### src/rtl/forth_pkg.sv
// Shared definitions for the Forth core boot path: host command bytes and the
// boot loader state encoding.
package forth_pkg;

    localparam logic [7:0] CMD_LOAD = 8'h01;
    localparam logic [7:0] CMD_RUN  = 8'h02;
    localparam logic [7:0] CMD_HALT = 8'h03;

    typedef enum logic [2:0] {
        IDLE,
        CNT_HI,
        CNT_LO,
        DATA_HI,
        DATA_LO,
        CSUM
    } boot_state_t;

endpackage

### src/rtl/forth_boot_ctrl.sv
// Boot/run controller: parses the host byte stream, loads instruction RAM while
// holding the Forth core in reset, verifies an XOR checksum and releases on RUN.
module forth_boot_ctrl
    import forth_pkg::*;
#(
    parameter int iaddr_width = 10,
    parameter int instr_width = 16
) (
    input  logic                   clk,
    input  logic                   reset,
    input  logic [7:0]             in_data,
    input  logic                   in_valid,
    output logic                   in_ready,
    output logic                   core_reset,
    output logic [iaddr_width-1:0] imem_waddr,
    output logic [instr_width-1:0] imem_wdata,
    output logic                   imem_we,
    output logic                   busy,
    output logic                   err,
    output logic [iaddr_width:0]   words_loaded
);

    localparam logic [iaddr_width:0] DEPTH_W = {1'b1, {iaddr_width{1'b0}}};

    boot_state_t            state_reg, state_next;
    logic                   in_ready_reg;
    logic                   core_reset_reg;
    logic                   err_reg;
    logic [15:0]            count_reg;
    logic [15:0]            word_cnt_reg;
    logic [7:0]             hi_reg;
    logic [7:0]             csum_reg;
    logic                   imem_we_reg;
    logic [iaddr_width-1:0] imem_waddr_reg;
    logic [instr_width-1:0] imem_wdata_reg;
    logic [iaddr_width:0]   words_loaded_reg;

    logic accept;
    logic last_word;
    logic count_zero;
    logic overlength;

    assign accept     = in_valid & in_ready_reg;
    assign last_word  = (word_cnt_reg == count_reg - 16'd1);
    assign count_zero = ({count_reg[15:8], in_data} == 16'd0);
    // Any counter bit above the address range means the word has no RAM slot.
    assign overlength = ((word_cnt_reg >> iaddr_width) != 16'd0);

    always_ff @(posedge clk) begin
        if (reset) begin
            state_reg <= IDLE;
        end else begin
            state_reg <= state_next;
        end
    end

    always_comb begin
        state_next = state_reg;
        if (accept) begin
            case (state_reg)
                IDLE:    state_next = (in_data == CMD_LOAD) ? CNT_HI : IDLE;
                CNT_HI:  state_next = CNT_LO;
                CNT_LO:  state_next = count_zero ? CSUM : DATA_HI;
                DATA_HI: state_next = DATA_LO;
                DATA_LO: state_next = last_word ? CSUM : DATA_HI;
                CSUM:    state_next = IDLE;
                default: state_next = IDLE;
            endcase
        end
    end

    always_comb begin
        busy = (state_reg != IDLE);
    end

    always_ff @(posedge clk) begin
        if (reset) begin
            in_ready_reg     <= 1'b0;
            core_reset_reg   <= 1'b1;
            err_reg          <= 1'b0;
            count_reg        <= 16'd0;
            word_cnt_reg     <= 16'd0;
            hi_reg           <= 8'd0;
            csum_reg         <= 8'd0;
            imem_we_reg      <= 1'b0;
            imem_waddr_reg   <= '0;
            imem_wdata_reg   <= '0;
            words_loaded_reg <= '0;
        end else begin
            in_ready_reg <= 1'b1;
            imem_we_reg  <= 1'b0;
            if (accept) begin
                case (state_reg)
                    IDLE: begin
                        if (in_data == CMD_LOAD) begin
                            core_reset_reg   <= 1'b1;
                            err_reg          <= 1'b0;
                            words_loaded_reg <= '0;
                            csum_reg         <= 8'd0;
                            word_cnt_reg     <= 16'd0;
                        end else if (in_data == CMD_RUN) begin
                            if (!err_reg) core_reset_reg <= 1'b0;
                        end else if (in_data == CMD_HALT) begin
                            core_reset_reg <= 1'b1;
                        end
                    end
                    CNT_HI: count_reg[15:8] <= in_data;
                    CNT_LO: count_reg[7:0]  <= in_data;
                    DATA_HI: begin
                        hi_reg   <= in_data;
                        csum_reg <= csum_reg ^ in_data;
                    end
                    DATA_LO: begin
                        csum_reg     <= csum_reg ^ in_data;
                        word_cnt_reg <= word_cnt_reg + 16'd1;
                        if (overlength) begin
                            err_reg <= 1'b1;
                        end else begin
                            imem_we_reg    <= 1'b1;
                            imem_waddr_reg <= word_cnt_reg[iaddr_width-1:0];
                            imem_wdata_reg <= {hi_reg, in_data};
                        end
                    end
                    CSUM: begin
                        if (in_data != csum_reg) err_reg <= 1'b1;
                        // Here word_cnt_reg equals count; clamp to RAM depth.
                        words_loaded_reg <= overlength ? DEPTH_W
                                                       : {1'b0, word_cnt_reg[iaddr_width-1:0]};
                    end
                    default: ;
                endcase
            end
        end
    end

    assign in_ready     = in_ready_reg;
    assign core_reset   = core_reset_reg;
    assign err          = err_reg;
    assign imem_we      = imem_we_reg;
    assign imem_waddr   = imem_waddr_reg;
    assign imem_wdata   = imem_wdata_reg;
    assign words_loaded = words_loaded_reg;

endmodule

### config.mk
export PLATFORM = sky130hd
export DESIGN_NAME = forth_boot_ctrl
export DESIGN_NICKNAME = d
export VERILOG_FILES = /design/src/rtl/forth_pkg.sv /design/src/rtl/forth_boot_ctrl.sv
export SDC_FILE = /design/constraint.sdc
export NUM_CORES = 1
export LEC_CHECK = 0
export CAP_MARGIN = 15
export CORE_MARGIN = 2
export CORE_UTILIZATION = 60
export CTS_CLUSTER_SIZE = 30
export DETAILED_ROUTE_END_ITERATION = 8
export PLACE_DENSITY = 0.88
export SLEW_MARGIN = 30
export SYNTH_ARGS = -nofsm -noshare
export SYNTH_HDL_FRONTEND = slang
export SYNTH_SLANG_ARGS = --single-unit
### constraint.sdc
create_clock -name clk -period 5.85 [get_ports clk]
set_clock_uncertainty 0.15 [all_clocks]
set_input_delay 0.8775 -clock clk [delete_from_list [all_inputs] [get_ports clk]]
set_output_delay 0.8775 -clock clk [all_outputs]
set_load 0.02 [all_outputs]
== Word level (Yosys, flattened, before mapping) ==
Cells that the tools add are included.

* Flip-flop bits (word level): 92
* Input bits: 11
* Output and inout bits: 42
* Word-level logic and storage cells: 75

* $add $sub $neg: 2
* Equality and inequality tests: 14
* Muxes and demuxes: 21
* Bitwise operators: 5
* Reduce and logical (&&, ||, !) cells: 20

{| class="wikitable"
|+ Operators by type and width
! kind !! number
|-
| 16-bit case mux with 2 select lines || 1
|-
| 11-bit 2-to-1 mux || 2
|-
| 11-bit case mux with 2 select lines || 1
|-
| 16-bit by 1-bit adder with 16-bit output, second input constant || 1
|-
| 16-bit == test || 1
|-
| 8-bit by 2-bit == test with 1-bit output, second input constant || 2
|-
| 16-bit logical NOT || 1
|-
| 16-bit 2-to-1 mux || 1
|-
| 8-bit case mux with 2 select lines || 1
|-
| 16-bit nonzero test || 1
|-
| 16-bit by 1-bit subtractor with 16-bit output, second input constant || 1
|-
| 3-bit case mux with 5 select lines || 1
|-
| 3-bit AND reduction || 4
|-
| 1-bit 2-to-1 mux || 10
|-
| 3-bit nonzero test || 3
|-
| 8-bit by 1-bit == test with 1-bit output, second input constant || 1
|-
| 8-bit 2-to-1 mux || 1
|-
| 8-bit != test || 1
|-
| 8-bit XOR || 1
|-
| 3-bit by 2-bit == test with 1-bit output, second input constant || 2
|-
| 3-bit == test, second input constant || 2
|-
| 3-bit 2-to-1 mux || 2
|-
| 2-bit != test, second input constant || 3
|-
| 2-bit AND reduction || 3
|-
| 11 further kinds || 15
|}

== Logic depth before layout (Yosys ltp) ==
Gate-level depths: netlist of run 1.

* Word-level depth: 4
* Mapped depth: 9

== Worst setup path after synthesis of run 1 ==
No wires, ideal clock.

* Kind: input-to-reg
* Start point: in in_data[5]
* End point: reg csum_reg[0]
* Data arrival time: 2.594 ns
* Required time: 5.630 ns
* Path slack: 3.035 ns
* Cell stages on the path: 9
* Path buffers: 2
* Cells stage by stage: buf_4 > nor4_4 > nand4b_2 > a2111oi_4 > nor2b_2 > buf_6 > nor2_8 > nand3b_1 > a21oi_1

* Cells in the longest elaborated chain, start to end: 3

{| class="wikitable"
|+ RTL lines
! what !! line !! RTL
|-
| from (decl) || forth_boot_ctrl.sv:11 || <nowiki>input logic [7:0] in_data,</nowiki>
|-
| 8-bit by 1-bit == test with 1-bit output || forth_boot_ctrl.sv:95 || <nowiki>if (in_data == CMD_LOAD) begin</nowiki>
|-
| 2-bit != test (no source line) || - ||
|-
| 3-bit AND reduction (no source line) || - ||
|-
| to (signal assigned) || forth_boot_ctrl.sv:111 || <nowiki>csum_reg <= csum_reg ^ in_data;</nowiki>
|-
| to (signal assigned) || forth_boot_ctrl.sv:114 || <nowiki>csum_reg <= csum_reg ^ in_data;</nowiki>
|-
| to (decl) || forth_boot_ctrl.sv:32 || <nowiki>logic [7:0] csum_reg;</nowiki>
|}

Every way passes these cells.
A chain may end at the register's enable or synchronous reset.

== Worst setup path in the final report of run 1 ==
* Start point: in in_data[5]
* End point: reg csum_reg[2]

The elaborated chain is that of the path after synthesis.

==> run metrics, run 1 <==
Peak supply drop=0.190 mV; crit path cell chain=clkdlybuf4s50_1, nor4_4, nand4b_2, a2111oi_4, nor2b_2, nor2_8, nand3b_1, a21oi_1; Detail Route Antenna Nets=0; floorplan core area=between 7000 and 8000 sq um; drt total wl=between 10000 and 15000 microns; minimum clock period=3420 ps; DR DRC count=0; IO buf count=52; CP Launch Type=input port; endpoint class of the critical path=register; CTS tree=built; Arrival @ worst endpoint=between 3000 and 4000 ps; GPL Wtd Cong=~0.90; GRT Residual Overflow=0; postcts setup bufs=0; die width=89.9 microns; prevailing post-synth register cell=dfxtp_1; CP required=6000 ps; Leak=between 0.0015 and 0.002 uW; largest net degree at the start of global routing=66; clock sink count=92; Yosys warnings=0; CTS root buffer=clkbuf_8; Hold Vio Cnt, Final=0; cell area after layout=5100 sq um; num ports=53; Via-to-Cell Ratio=5.96; post-DP HPWL=7300 microns; Yosys reg bits=92; Clock Tree Buf Depth=2; Setup TNS=0 ps; synthesized instance count=543; Die Area=~8100 sq um; initial antenna violation count=0; drt pass-1 iters=5; status=completed; Post-synth EDFFs=0; total CTS buffers=9; Avg WL per Cell=16.2 microns; number of global-route vias before repair=3653; asr flop ratio synth=0%; Post-Syn Area=between 4000 and 5000 sq um; GRT Util Overall=27.3%; worst min-delay path class=reg -> reg; global-route wire length before repair=18100 microns; Tcrit/Tclk final=58.4%; worst hold slack=around 310 ps; clk_lat worst skew=370 ps; Cell Area, Placed=around 4900 sq um; Max Cap Viol=0; Net Count, Synth=556; Worst-path clk slew=100 ps; post-CTS sizing=0; Max transition margin=40.3%; # hold bufs at CTS=0; initial DRC count=323; vias=3990; Final setup viols=0; effective utilization at floorplan=61.3%; Layout Nets=around 580; Worst Tran Pin Value=893 ps; post-synthesis cell type count=between 50 and 60; Avg Inst Size Synth=8.15 sq um; power per cell area=217 nW/um^2; slowest cell on the critical path=a2111oi_4; RSZ-0062 raised after global routing=false; Setup CP Type=in -> reg; Critical Path Max Stage Delay=710 ps; Max Fclk=between 0.2 and 0.3 GHz; Ant. Diodes=0; share of cells above drive strength 1=5.43%; FP Rows=31; Die Ht=89.9 microns; Layout area overhead=15.2%; H-tree levels=3; critical path fanouts, max=10; sequential fraction of the synthesis area=between 40% and 50%; Slew Limit Fails=0
## power breakdown
group	internal [uW]	total (uW)	switching [uW]
combinational	10.4	34.8	24.3
clock	204	446	242
sequential	626	626	0.311
## critical path: cells and delay by family
| kind | cells | cell delay (ps) |
|---|---|---|
| simple gates | 5 | 1170 |
| compound gates | 2 | 900 |
| buf+inv | 1 | 630 |
## routing by layer
| metal | part of all wire, % | wire, microns | vias up | global-route usage, % |
|---|---|---|---|---|
| met5 | 0 | 0 | - | 0 |
| met1 | 45 | 4830 | 1873 | 37.6 |
| met3 | 6.8 | 733 | 37 | 6.20 |
| met4 | 2.5 | 271 | 0 | 11.3 |
| met2 | 46 | 5000 | 167 | 41.7 |
| li1 | - | - | 1913 | - |
## cells in the mapped netlist (all sizes together) (4+ instances only)
cell / number / area share (%)
mux2i: 27 / 6.1
o21ai: 17 / 1.9
a22oi: 11 / 1.9
nor4: 5 / 1.0
nand4b: 4 / 0.93
inv: 6 / 0.51
nor2: 80 / 7.2
nand3: 14 / 1.6
and3: 4 / 0.57
dfxtp: 92 / 42
xor2: 9 / 1.8
a21oi: 53 / 6.0
xnor2: 19 / 3.8
nand3b: 10 / 1.7
nand2: 81 / 6.9
nor3: 13 / 1.8
buf: 12 / 1.9
nand4: 8 / 1.1
clkbuf: 31 / 2.6
## layout make-up
cell class	count	area [sq um]
repair buffers	55	538
flip-flops and latches	92	1840
clock buffers	9	124
fillers	564	2120
multi-input cells	402	2370
inverters	6	22.5
clock inverters	7	80.1
well taps	99	124
## cell usage in the layout (no fill, tap or decap), types with 10 or more instances in the layout
cell type / instances
nand3_1: 14
a21oi_1: 53
xnor2_1: 19
mux2i_1: 27
nor2_1: 78
nand3b_1: 10
clkdlybuf4s50_1: 51
nor3_1: 11
nand2_1: 81
dfxtp_1: 92
a22oi_1: 11
## through the flow
step                      cells  util, %  total power [uW]  setup slack, ps
final                       670     70.7              1110             2430
after global routing        670     70.7              1140             2290
after CTS                   670     70.6              1110             2480
after detailed placement    654     67.8               675             2160
after global placement      654     67.8               675             2220
after floorplan             543        -               665             3040
## final timing paths
kind | end | slack [ps] | startpoint | cells past startpoint
worst max register to register | imem_wdata[4] | 2820 | state_reg[2] | 5
worst max-delay path | csum_reg[2] | 2430 | in_data[5] | 8
worst min register to register | imem_wdata[10] | 310 | imem_wdata[10] | 2
worst min-delay path | imem_wdata[10] | 310 | imem_wdata[10] | 2
## cells by family (layout without fill, tap and decap cells)
family | count (synthesis) | count (layout) | synth area share, %
AOI/OAI and AO/OA | 104 | 104 | 14.4
xor gates and xnor gates | 28 | 28 | 5.54
adders and majority gates | 2 | 2 | 0.566
buffers and inverters | 49 | 77 | 5.06
DFF | 92 | 92 | 41.6
muxes | 29 | 29 | 6.62
and+or+nand+nor | 239 | 239 | 26.2
Note: power is estimated with default switching activity, not from simulation.
==> inputs of run 2 (changes only) <==
Settings changed: CORE_UTILIZATION 60 to 50, PLACE_DENSITY 0.88 to 0.79.
Clock period 5.85 ns to 3.05 ns, I/O delays scaled along.
==> run 2 against run 1 <==
  * Sequential share of layout area fell by 1.4 points
  * Power rose by 100%
  * Setup slack lost 2200 ps
  * Flip-flop and latch count stayed put
  * Final cell count increased by 4.9%
  * Non-clock buffer count rose by 24
  * Register-to-register slack lost 2600 ps
  * Final area grew 4.2%
  * Sequential power rose by 92%
  * Hold slack got worse by 19 ps
  * Utilization fell by 9.2 points
  * Critical path type is now reg -> reg
  * Via count down 0.98%
==> run metrics, run 2 (synthesis gave the netlist of run 1 again) <==
Avg WL per Cell=about 16 microns; DR DRC count=0; Slew Limit Fails=0; IO buf count=52; CTS root buffer=clkbuf_8; worst min-delay path class=reg -> reg; Worst Tran Pin Value=626 ps; power per cell area=419 nW/um^2; minimum clock period=2780 ps; vias=3951; number of global-route vias before repair=between 3000 and 4000; Leak=0.00189 uW; CP Launch Type=register; Final setup viols=0; Hold Crit Start=hi_reg[5]; Die Area=9620 sq um; floorplan core area=approximately 8600 sq um; Detail Route Antenna Nets=0; share of cells above drive strength 1=9.08%; status=completed; Worst-path clk slew=110 ps; most frequent cells in the layout=dfxtp_1 (92), nand2_1 (81), nor2_1 (79), a21oi_1 (53), clkdlybuf4s50_1 (51); Layout area overhead=20.0%; Critical Path Max Stage Delay=580 ps; Setup TNS=0 ps; H-tree levels=3; GPL Wtd Cong=0.894; Multi-input gate area=2360 sq um; Net Switching=524 uW; GRT Util Overall=between 20% and 30%; Flop pwr share=about 54%; CP required=between 3000 and 4000 ps; Ant. Diodes=0; Via-to-Cell Ratio=5.62; die width=a little under 100 microns; drt total wl=roughly 11000 microns; total CTS buffers=9; clock sink count=92; Max transition margin=58.2%; Setup CP Type=reg -> reg; GRT Residual Overflow=0; effective utilization at floorplan=51.2%; Layout Utilization=61.5%; largest net degree at the start of global routing=41; slowest cell on the critical path=nor4b_2; critical path fanouts, max=6; R2R setup slack=roughly 270 ps; Tcrit/Tclk final=91.3%; Clock Tree Buf Depth=2; crit path cell chain=inv_1, ha_1, nor4b_2, nand4b_1, xnor2_1, nor4_1, nand4_1, nor4_1, buf_4, o22ai_1; Arrival @ worst endpoint=2860 ps; Clk pwr share=between 40% and 50%; global-route wire length before repair=18100 microns; post-DP HPWL=7770 microns; CTS tree=built; Switching Fraction=23.5%; initial DRC count=249; share of total power in combinational logic=3.6%; Hold Vio Cnt, Final=0; postcts setup bufs=0; RSZ-0062 raised after global routing=false; Fillers=780; CP startpoint=count_reg[0]; drt pass-1 iters=5; # hold bufs at CTS=0; num ports=53; Layout Nets=603; worst r2r src=count_reg[0]; Max Cap Viol=0; clk_lat worst skew=between 300 and 400 ps; Max Fclk=0.359 GHz; hold path depth=2; initial antenna violation count=0; Internal=1700 uW; FF-to-FF path depth=10; most used cell, CP=nor4_1; Reg area=1840 sq um; Peak supply drop=between 0.3 and 0.4 mV; post-CTS sizing=0; commonest non-fill, non-tap cell in the layout=dfxtp_1; endpoint class of the critical path=register; FP Rows=34; Die Ht=98.1 microns
==> run 2: cell count changes in the layout (fill, tap and decap cells not counted), sizes merged <==
| cell | before | now |
|---|---|---|
| buf | 4 | 28 |
| bufinv | 1 | 2 |
| clkinv | 1 | 0 |
| clkinvlp | 1 | 2 |
| inv | 10 | 9 |
==> run 2: worst paths after layout <==
| check | endpoint |
|---|---|
| worst max register to register | state_reg[1] |
| worst max-delay path | state_reg[1] |
| worst min register to register | imem_wdata[13] |
| worst min-delay path | imem_wdata[13] |
==> run 2: area by class of cell <==
cell class,instances,share of cell area (%)
Inverter,6,0.424
Sequential cell,92,34.7
Clock buffer,9,2.33
Timing Repair Buffer,79,13.5
Clock inverter,7,1.96
Tap cell,108,2.54
Multi-Input combinational cell,402,44.5
==> run 2: power groups by stage <==
stage,combinational (uW),clock (uW),sequential (uW)
after global placement,78.5,0,1230
after floorplan,45.5,0,1230
final,80.2,945,1200
after detailed placement,79.3,0,1230
after CTS,79.9,953,1200
after global routing,85.1,999,1200
==> run 2: per-stage QoR <==
step                instance area (sq um)  total power [uW]  worst slack [ps]  instances  hold WS [ps]
floorplan                            4420              1280               655        543           282
global placement                     5080              1310               308        687           288
detailed placement                   5080              1310               281        687           296
CTS                                  5310              2230               301        703           299
global route                         5310              2290               129        703           328
finish                               5310              2230               266        703           294
==> run 2: worst max-delay path: cells and delay by family, from the launching register on <==
| family | cells | cell delay (ps) |
|---|---|---|
| and+or+nand+nor | 5 | 1390 |
| DFF | 1 | 360 |
| adders and majority gates | 1 | 280 |
| buffers and inverters | 2 | 240 |
| xor gates and xnor gates | 1 | 170 |
| AOI/OAI and AO/OA | 1 | 60 |
==> run 2: layer usage <==
layer / global-route usage [%] / share of wire (%) / vias to the layer above
li1: - / - / 1962
met1: 32.5 / 46 / 1861
met2: 37.0 / 47 / 118
met3: 3.44 / 5.2 / 10
met4: 6.73 / 1.0 / 0
met5: 0 / 0 / -
